<file path="config.mk">
export PLATFORM = sky130hd
export DESIGN_NAME = alu_decode_stage
export DESIGN_NICKNAME = d
export VERILOG_FILES = /design/src/rtl/alu_decode_stage.sv
export SDC_FILE = /design/constraint.sdc
export NUM_CORES = 1
export LEC_CHECK = 0
export CAP_MARGIN = 20
export CELL_PAD_IN_SITES_DETAIL_PLACEMENT = 0
export CELL_PAD_IN_SITES_GLOBAL_PLACEMENT = 2
export CORE_MARGIN = 2
export CORE_UTILIZATION = 33
export DETAILED_ROUTE_END_ITERATION = 8
export DONT_BUFFER_PORTS = 1
export GPL_ROUTABILITY_DRIVEN = 0
export GPL_TIMING_DRIVEN = 0
export PLACE_DENSITY_LB_ADDON = 0.1
export SYNTH_ARGS = -nofsm -noshare
export SYNTH_HDL_FRONTEND = slang
export SYNTH_SLANG_ARGS = --single-unit
</file>
<file path="constraint.sdc">
create_clock -name clk -period 2.6 [get_ports clk]
set_clock_uncertainty 0.15 [all_clocks]
set_input_delay 0.26 -clock clk [delete_from_list [all_inputs] [get_ports clk]]
set_output_delay 0.26 -clock clk [all_outputs]
set_load 0.005 [all_outputs]
</file>
<file path="src/rtl/alu_decode_stage.sv">
// ID/EX ALU-operation decoder: turns a MIPS instruction word into registered ALU controls
// for the EX stage, with valid/stall/flush slot handling and a saturating illegal-op count.
module alu_decode_stage (
    input  logic        clk,
    input  logic        reset,
    input  logic        in_valid,
    input  logic [31:0] instr,
    input  logic        stall,
    input  logic        flush,
    output logic        in_ready,
    output logic        ex_valid,
    output logic [3:0]  alu_ctrl,
    output logic [4:0]  shamt,
    output logic [1:0]  a_sel,
    output logic        b_sel,
    output logic [31:0] imm_ext,
    output logic        illegal,
    output logic [7:0]  illegal_cnt
);

    typedef enum logic [3:0] {
        ALU_NOP  = 4'b0000,
        ALU_ADD  = 4'b0001,
        ALU_AND  = 4'b0010,
        ALU_OR   = 4'b0011,
        ALU_SUB  = 4'b0100,
        ALU_SLL  = 4'b0101,
        ALU_SRL  = 4'b0110,
        ALU_SRA  = 4'b0111,
        ALU_LESS = 4'b1000,
        ALU_NOR  = 4'b1001,
        ALU_SLLV = 4'b1010,
        ALU_SRLV = 4'b1011,
        ALU_SRAV = 4'b1100,
        ALU_XOR  = 4'b1101
    } alu_code_t;

    logic [5:0]  op;
    logic [5:0]  funct;
    logic [31:0] sign_imm;
    logic [31:0] zero_imm;

    alu_code_t   d_ctrl;
    logic [4:0]  d_shamt;
    logic [1:0]  d_a_sel;
    logic        d_b_sel;
    logic [31:0] d_imm;
    logic        d_illegal;

    assign op       = instr[31:26];
    assign funct    = instr[5:0];
    assign sign_imm = {{16{instr[15]}}, instr[15:0]};
    assign zero_imm = {16'b0, instr[15:0]};
    assign in_ready = ~stall;

    always_comb begin
        d_ctrl    = ALU_NOP;
        d_shamt   = 5'd0;
        d_a_sel   = 2'b00;
        d_b_sel   = 1'b0;
        d_imm     = 32'd0;
        d_illegal = 1'b0;
        case (op)
            6'b000000: begin
                case (funct)
                    6'b100000, 6'b100001: d_ctrl = ALU_ADD;
                    6'b100010, 6'b100011: d_ctrl = ALU_SUB;
                    6'b100100:            d_ctrl = ALU_AND;
                    6'b100101:            d_ctrl = ALU_OR;
                    6'b100110:            d_ctrl = ALU_XOR;
                    6'b100111:            d_ctrl = ALU_NOR;
                    6'b101010:            d_ctrl = ALU_LESS;
                    6'b000000: begin d_ctrl = ALU_SLL; d_a_sel = 2'b01; d_shamt = instr[10:6]; end
                    6'b000010: begin d_ctrl = ALU_SRL; d_a_sel = 2'b01; d_shamt = instr[10:6]; end
                    6'b000011: begin d_ctrl = ALU_SRA; d_a_sel = 2'b01; d_shamt = instr[10:6]; end
                    // Variable shifts take the amount from rs on in2; the EX mux swaps it in.
                    6'b000100: begin d_ctrl = ALU_SLLV; d_a_sel = 2'b01; end
                    6'b000110: begin d_ctrl = ALU_SRLV; d_a_sel = 2'b01; end
                    6'b000111: begin d_ctrl = ALU_SRAV; d_a_sel = 2'b01; end
                    6'b001000:            d_ctrl = ALU_NOP;
                    default:              d_illegal = 1'b1;
                endcase
            end
            6'b001000, 6'b001001,
            6'b100011, 6'b101011: begin d_ctrl = ALU_ADD;  d_b_sel = 1'b1; d_imm = sign_imm; end
            6'b001010:            begin d_ctrl = ALU_LESS; d_b_sel = 1'b1; d_imm = sign_imm; end
            6'b001100:            begin d_ctrl = ALU_AND;  d_b_sel = 1'b1; d_imm = zero_imm; end
            6'b001101:            begin d_ctrl = ALU_OR;   d_b_sel = 1'b1; d_imm = zero_imm; end
            6'b001110:            begin d_ctrl = ALU_XOR;  d_b_sel = 1'b1; d_imm = zero_imm; end
            6'b000100, 6'b000101:       d_ctrl = ALU_SUB;
            // lui is the immediate shifted left by 16 on in1.
            6'b001111: begin d_ctrl = ALU_SLL; d_a_sel = 2'b10; d_shamt = 5'd16; d_imm = zero_imm; end
            6'b000010, 6'b000011:       d_ctrl = ALU_NOP;
            default:                    d_illegal = 1'b1;
        endcase
    end

    always_ff @(posedge clk) begin
        if (!reset) begin
            ex_valid    <= 1'b0;
            alu_ctrl    <= 4'd0;
            shamt       <= 5'd0;
            a_sel       <= 2'b00;
            b_sel       <= 1'b0;
            imm_ext     <= 32'd0;
            illegal     <= 1'b0;
            illegal_cnt <= 8'd0;
        end else if (flush || (!stall && !in_valid)) begin
            ex_valid <= 1'b0;
            alu_ctrl <= 4'd0;
            shamt    <= 5'd0;
            a_sel    <= 2'b00;
            b_sel    <= 1'b0;
            imm_ext  <= 32'd0;
            illegal  <= 1'b0;
        end else if (!stall) begin
            ex_valid <= 1'b1;
            alu_ctrl <= d_ctrl;
            shamt    <= d_shamt;
            a_sel    <= d_a_sel;
            b_sel    <= d_b_sel;
            imm_ext  <= d_imm;
            illegal  <= d_illegal;
            if (d_illegal && illegal_cnt != 8'hFF) begin
                illegal_cnt <= illegal_cnt + 8'd1;
            end
        end
    end

endmodule

</file>
== Word level (Yosys, flattened, before mapping) ==
Index checks and enable logic that the tools add are counted.
Widths: inputs -> output; s select.

* $add $sub $neg: 1
* Equality and inequality tests: 29
* Mux-type cells: 10
* Bitwise operators: 3
* Reductions and logical operators: 20

{| class="wikitable"
|+ Operators by type and width
! operator !! count
|-
| $eq 6x6->1 const B || 11
|-
| $pmux 32 s2 || 1
|-
| $pmux 4 s13 || 1
|-
| $eq 6x4->1 const B || 8
|-
| $pmux 4 s8 || 1
|-
| $eq 6x3->1 const B || 5
|-
| $eq 6x2->1 const B || 4
|-
| $reduce_or 16->1 || 1
|-
| $reduce_or 13->1 || 1
|-
| $logic_not 6->1 || 2
|-
| $pmux 5 s2 || 1
|-
| $add 8x1->8 const B || 1
|-
| $ne 8x8->1 const B || 1
|-
| $reduce_or 2->1 || 4
|-
| $reduce_or 4->1 || 2
|-
| $reduce_or 8->1 || 1
|-
| $reduce_or 6->1 || 1
|-
| $mux 5 || 1
|-
| $reduce_or 5->1 || 1
|-
| $pmux 2 s2 || 1
|-
| $mux 1 || 3
|-
| $not 1->1 || 3
|-
| $reduce_and 3->1 || 1
|-
| $reduce_or 3->1 || 1
|-
| 4 further kinds || 6
|}

* Flip-flop bits (word level): 54
* Output and inout port bits: 55
* Word-level logic and storage cells: 71

== Logic depth before layout (Yosys ltp) ==
* Word-level depth: 6
* Mapped depth: 7
* Gate-level depth less buffers: 6

== Worst setup path after synthesis ==
OpenSTA, ideal clock, no wires.

* Kind: register to register
* Start: register illegal_cnt[0]
* End: register illegal_cnt[7]
* Setup time: 70 ps
* Arrival time: 1856 ps
* Required time: 2380 ps
* Setup slack: 524 ps
* Cell stages (with the launch flop): 8
* Path buffers: 1
* Clock period less this slack: 2076 ps
* Cells stage by stage: dfxtp_1 -> ha_1 -> and2_1 -> a311oi_2 -> nand2_1 -> buf_6 -> or4_1 -> a21oi_1

* Word-level cells in the longest chain between the ends: 3
* Elaborated cells between the ends (all ways): 4
* Those cells by class: add/sub (1); eq/ne (1); reduce/logical (2)

{| class="wikitable"
|+ RTL lines
! item !! line !! RTL
|-
| start: declaration || 18 || <nowiki>output logic [7:0] illegal_cnt</nowiki>
|-
| start signal: assignment || 125 || <nowiki>illegal_cnt <= illegal_cnt + 8'd1;</nowiki>
|-
| parallel branches: the longest is 3 deep, another holds $add 8x1->8 || -- ||
|}

Parallel ways; which one is timed is not known.
A chain may end at the register's enable or synchronous reset.

== Worst setup path after layout ==
* Start: register illegal_cnt[0]
* End: register illegal_cnt[6]

The elaborated chain is that of the path after synthesis.

==> results by group <==
Placed design
  • DP Area: 0.002181 mm2
  • IO buf count: 0
  • Post-Place Cells: 339
  • Post-DP HPWL: 4.447 mm

Clocking
  • H-tree Lvls: 2
  • CTS max path bufs: 2
  • Clk_lat worst skew: 0.29 ns
  • Setup bufs post-CTS: 0
  • Reg clk slew, reported paths: 0.08 ns
  • Sink Count: 39
  • TritonCTS clock tree: built
  • Cts bufs inserted: 5
  • Cts repair resizes: 0
  • Root buf cell: clkbuf_8

Synth
  • Synth top area share: 37.41%
  • Sequential fraction of the synthesis area: 37.41%
  • Yosys warnings: 0
  • Post-synth EDFFs: 0
  • Synthesized area: 0.002087 mm2
  • Asr flop ratio synth: 0%
  • Mean Syn Cell Area: 7.905 um2
  • Cell variety after synth: 53
  • Flops & latches, synth: 39
  • Synthesized Nets: 302
  • Syn Inst Count: 264
  • Cell with the most instances after synthesis: dfxtp_1
  • Post-synth top flop: dfxtp_1
  • Largest cells by area after synthesis: dfxtp_1 37%, a21oi_1 7.4%, buf_4 6.5%, nand3_1 6.5%, nand2_1 5.6%
  • Most frequent cells after synthesis: 39 x dfxtp_1, 31 x a21oi_1, 31 x nand2_1
  • Cell taking the most area after synthesis: dfxtp_1

Route
  • Remaining DRCs: 0
  • DR vias/cell: 5.354
  • Total wire length: 6.146 mm
  • WL per Instance: 17.12 um
  • Initial DRC Count: 68
  • Pre-Repair DR Iteration Count: 4
  • Detail Route Antenna Nets: 0
  • Via Count: 1,922

Critical path
  • Reg-to-Reg End: illegal_cnt[6]$_SDFFE_PN0P_
  • Arr. time, crit path: 2.36 ns
  • Reg-to-reg critical path startpoint: illegal_cnt[0]$_SDFFE_PN0P_
  • CP Launch Type: flop
  • Crit end category: flop
  • Internal reg-to-reg setup slack: 0.32 ns
  • Critical path launch point: illegal_cnt[0]$_SDFFE_PN0P_
  • Cells on worst reg2reg path: 7
  • Worst-path maximum fanout: 10
  • Critical path class: reg2reg
  • Critical Path RT: 2.67 ns
  • Setup crit end: illegal_cnt[6]$_SDFFE_PN0P_

Die
  • Chip Height: 83.53 um
  • I/O pins: 92
  • Die Width: 83.53 um
  • Core area: 0.006026 mm2
  • Starting density of the core: 34.63%
  • Cell Rows: 28
  • Die area: 0.006976 mm2

STA
  • RSZ-0062 raised after global routing: false
  • Max-slew headroom: 44.20%
  • Hold Violations, Final: 0
  • WHS: 0.09708 ns
  • Fin. max-slew vios: 0
  • Setup TNS: 0 ns
  • Fmax: 438.2 MHz
  • Tcrit/Tclk final: 87.77%
  • Final worst path period need: 2.282 ns
  • Final setup viols: 0
  • Worst-margin pin slew: 0.8306 ns

GRT
  • Vias in the first global route: 1,824
  • Initial antenna violation count: 0
  • Gr usage total: 17.42%
  • First-pass GRT wire length: 9.818 mm
  • Largest net degree at the start of global routing: 18
  • Gr ovfl total: 0

Finish
  • Design Area, Final: 0.002386 mm2
  • Final core occ: 39.60%
  • ANT cells: 0
  • Layout area overhead: 14.33%
  • # nets final: 321
  • Fin cells: 359
  • Share of layout cells above drive strength 1: 14.08%

Power
  • Leakage: 0.7913 nW
  • Pwr dens: 491.8 mW/mm2
  • Peak VDD IR: 0.2239 mV

Run
  • Max Cap Violations: 0

Outcome
  • Status: finished clean

Hold path
  • Worst hold-check path type: in2reg
-- worst max-delay path: stages, from the launching register on --
cell	delay, ns
dfxtp_1	0.37
ha_1	0.22
and2_1	0.20
a311oi_2	0.36
nand2_1	0.14
buf_6	0.16
or4_1	0.47
a21oi_1	0.15
-- state kept, by name, indices dropped and copies added, names as in the netlist --
register	cells
a_sel	2
alu_ctrl	4
b_sel	1
ex_valid	1
illegal	1
illegal_cnt	8
imm_ext	17
shamt	5
-- power breakdown --
group          leakage (nW)  internal (W)  total, W  switching (W)
sequential            0.315      0.000602  0.000607     0.00000519
combinational         0.435     0.0000597  0.000152      0.0000922
clock                0.0412      0.000188  0.000415       0.000227
total                 0.791      0.000849   0.00117       0.000324
-- per-layer routing --
layer / up-vias / track usage (%) / wire length, um
met5: - / 0 / 0
met4: 0 / 4.692 / 73
met3: 7 / 5.836 / 458
met2: 62 / 27.42 / 2842
met1: 890 / 22.93 / 2771
li1: 963 / - / -
-- how the worst min path moves through the flow --
stage,end,cells after the start,start
final,imm_ext[30]$_SDFFE_PP0N_,3,instr[31]
after global routing,illegal_cnt[0]$_SDFFE_PN0P_,2,reset
after CTS,imm_ext[30]$_SDFFE_PP0N_,3,instr[31]
after detailed placement,illegal_cnt[5]$_SDFFE_PN0P_,2,reset
after global placement,illegal_cnt[1]$_SDFFE_PN0P_,2,reset
after floorplan,illegal_cnt[1]$_SDFFE_PN0P_,2,reset
-- layout make-up --
cell class / count / area, um2
inverters: 6 / 22.52
clock buffers: 6 / 72.57
repair buffers: 12 / 120.1
fillers: 659 / 3640
flip-flops and latches: 39 / 780.7
clock inverters: 2 / 12.51
multi-input cells: 185 / 1069
well taps: 75 / 93.84
plain buffers: 34 / 215.2
-- stage by stage --
step                setup slack [ns]  total power, W
floorplan                     0.5237       0.0007235
global placement              0.3588       0.0007576
detailed placement            0.3592       0.0007569
CTS                           0.3190        0.001185
global route                  0.1637        0.001233
finish                        0.3179        0.001174
-- cell usage in the layout (no fill, tap or decap), types with 3 or more instances in the layout --
cell type | synthesis | routed
dfxtp_1 | 39 | 39
nand2_1 | 31 | 31
a21oi_1 | 31 | 31
nand3_1 | 27 | 27
buf_4 | 18 | 18
nor2_1 | 15 | 15
o21ai_0 | 12 | 12
dlygate4sd3_1 | 0 | 12
clkbuf_1 | 9 | 10
nor3_1 | 7 | 7
inv_1 | 5 | 5
clkbuf_8 | 0 | 5
o31ai_1 | 4 | 4
nand4_1 | 4 | 4
buf_2 | 3 | 3
xor2_1 | 3 | 3
o21a_1 | 3 | 3
nor2b_1 | 3 | 3
or3_1 | 3 | 3
or4_1 | 3 | 3
-- logic make-up (layout without fill, tap and decap cells) --
| group | count (synthesis) | in the layout | share of synthesized area [%] |
|---|---|---|---|
| AND/OR/NAND/NOR | 106 | 106 | 25.36 |
| multiplexers | 3 | 3 | 1.499 |
| adder cells (fa/ha/maj) | 2 | 2 | 1.079 |
| flip-flops | 39 | 39 | 37.41 |
| AO/OA/AOI/OAI | 70 | 70 | 21.58 |
| buffers and inverters | 40 | 60 | 11.39 |
| XOR/XNOR | 4 | 4 | 1.679 |
-- what timing repair did --
item,CTS,global route
endpoints found under the hold margin,18,0
setup endpoints to repair,0,0
hold buffers,12,0
Power figures use the tool's default switching activity.
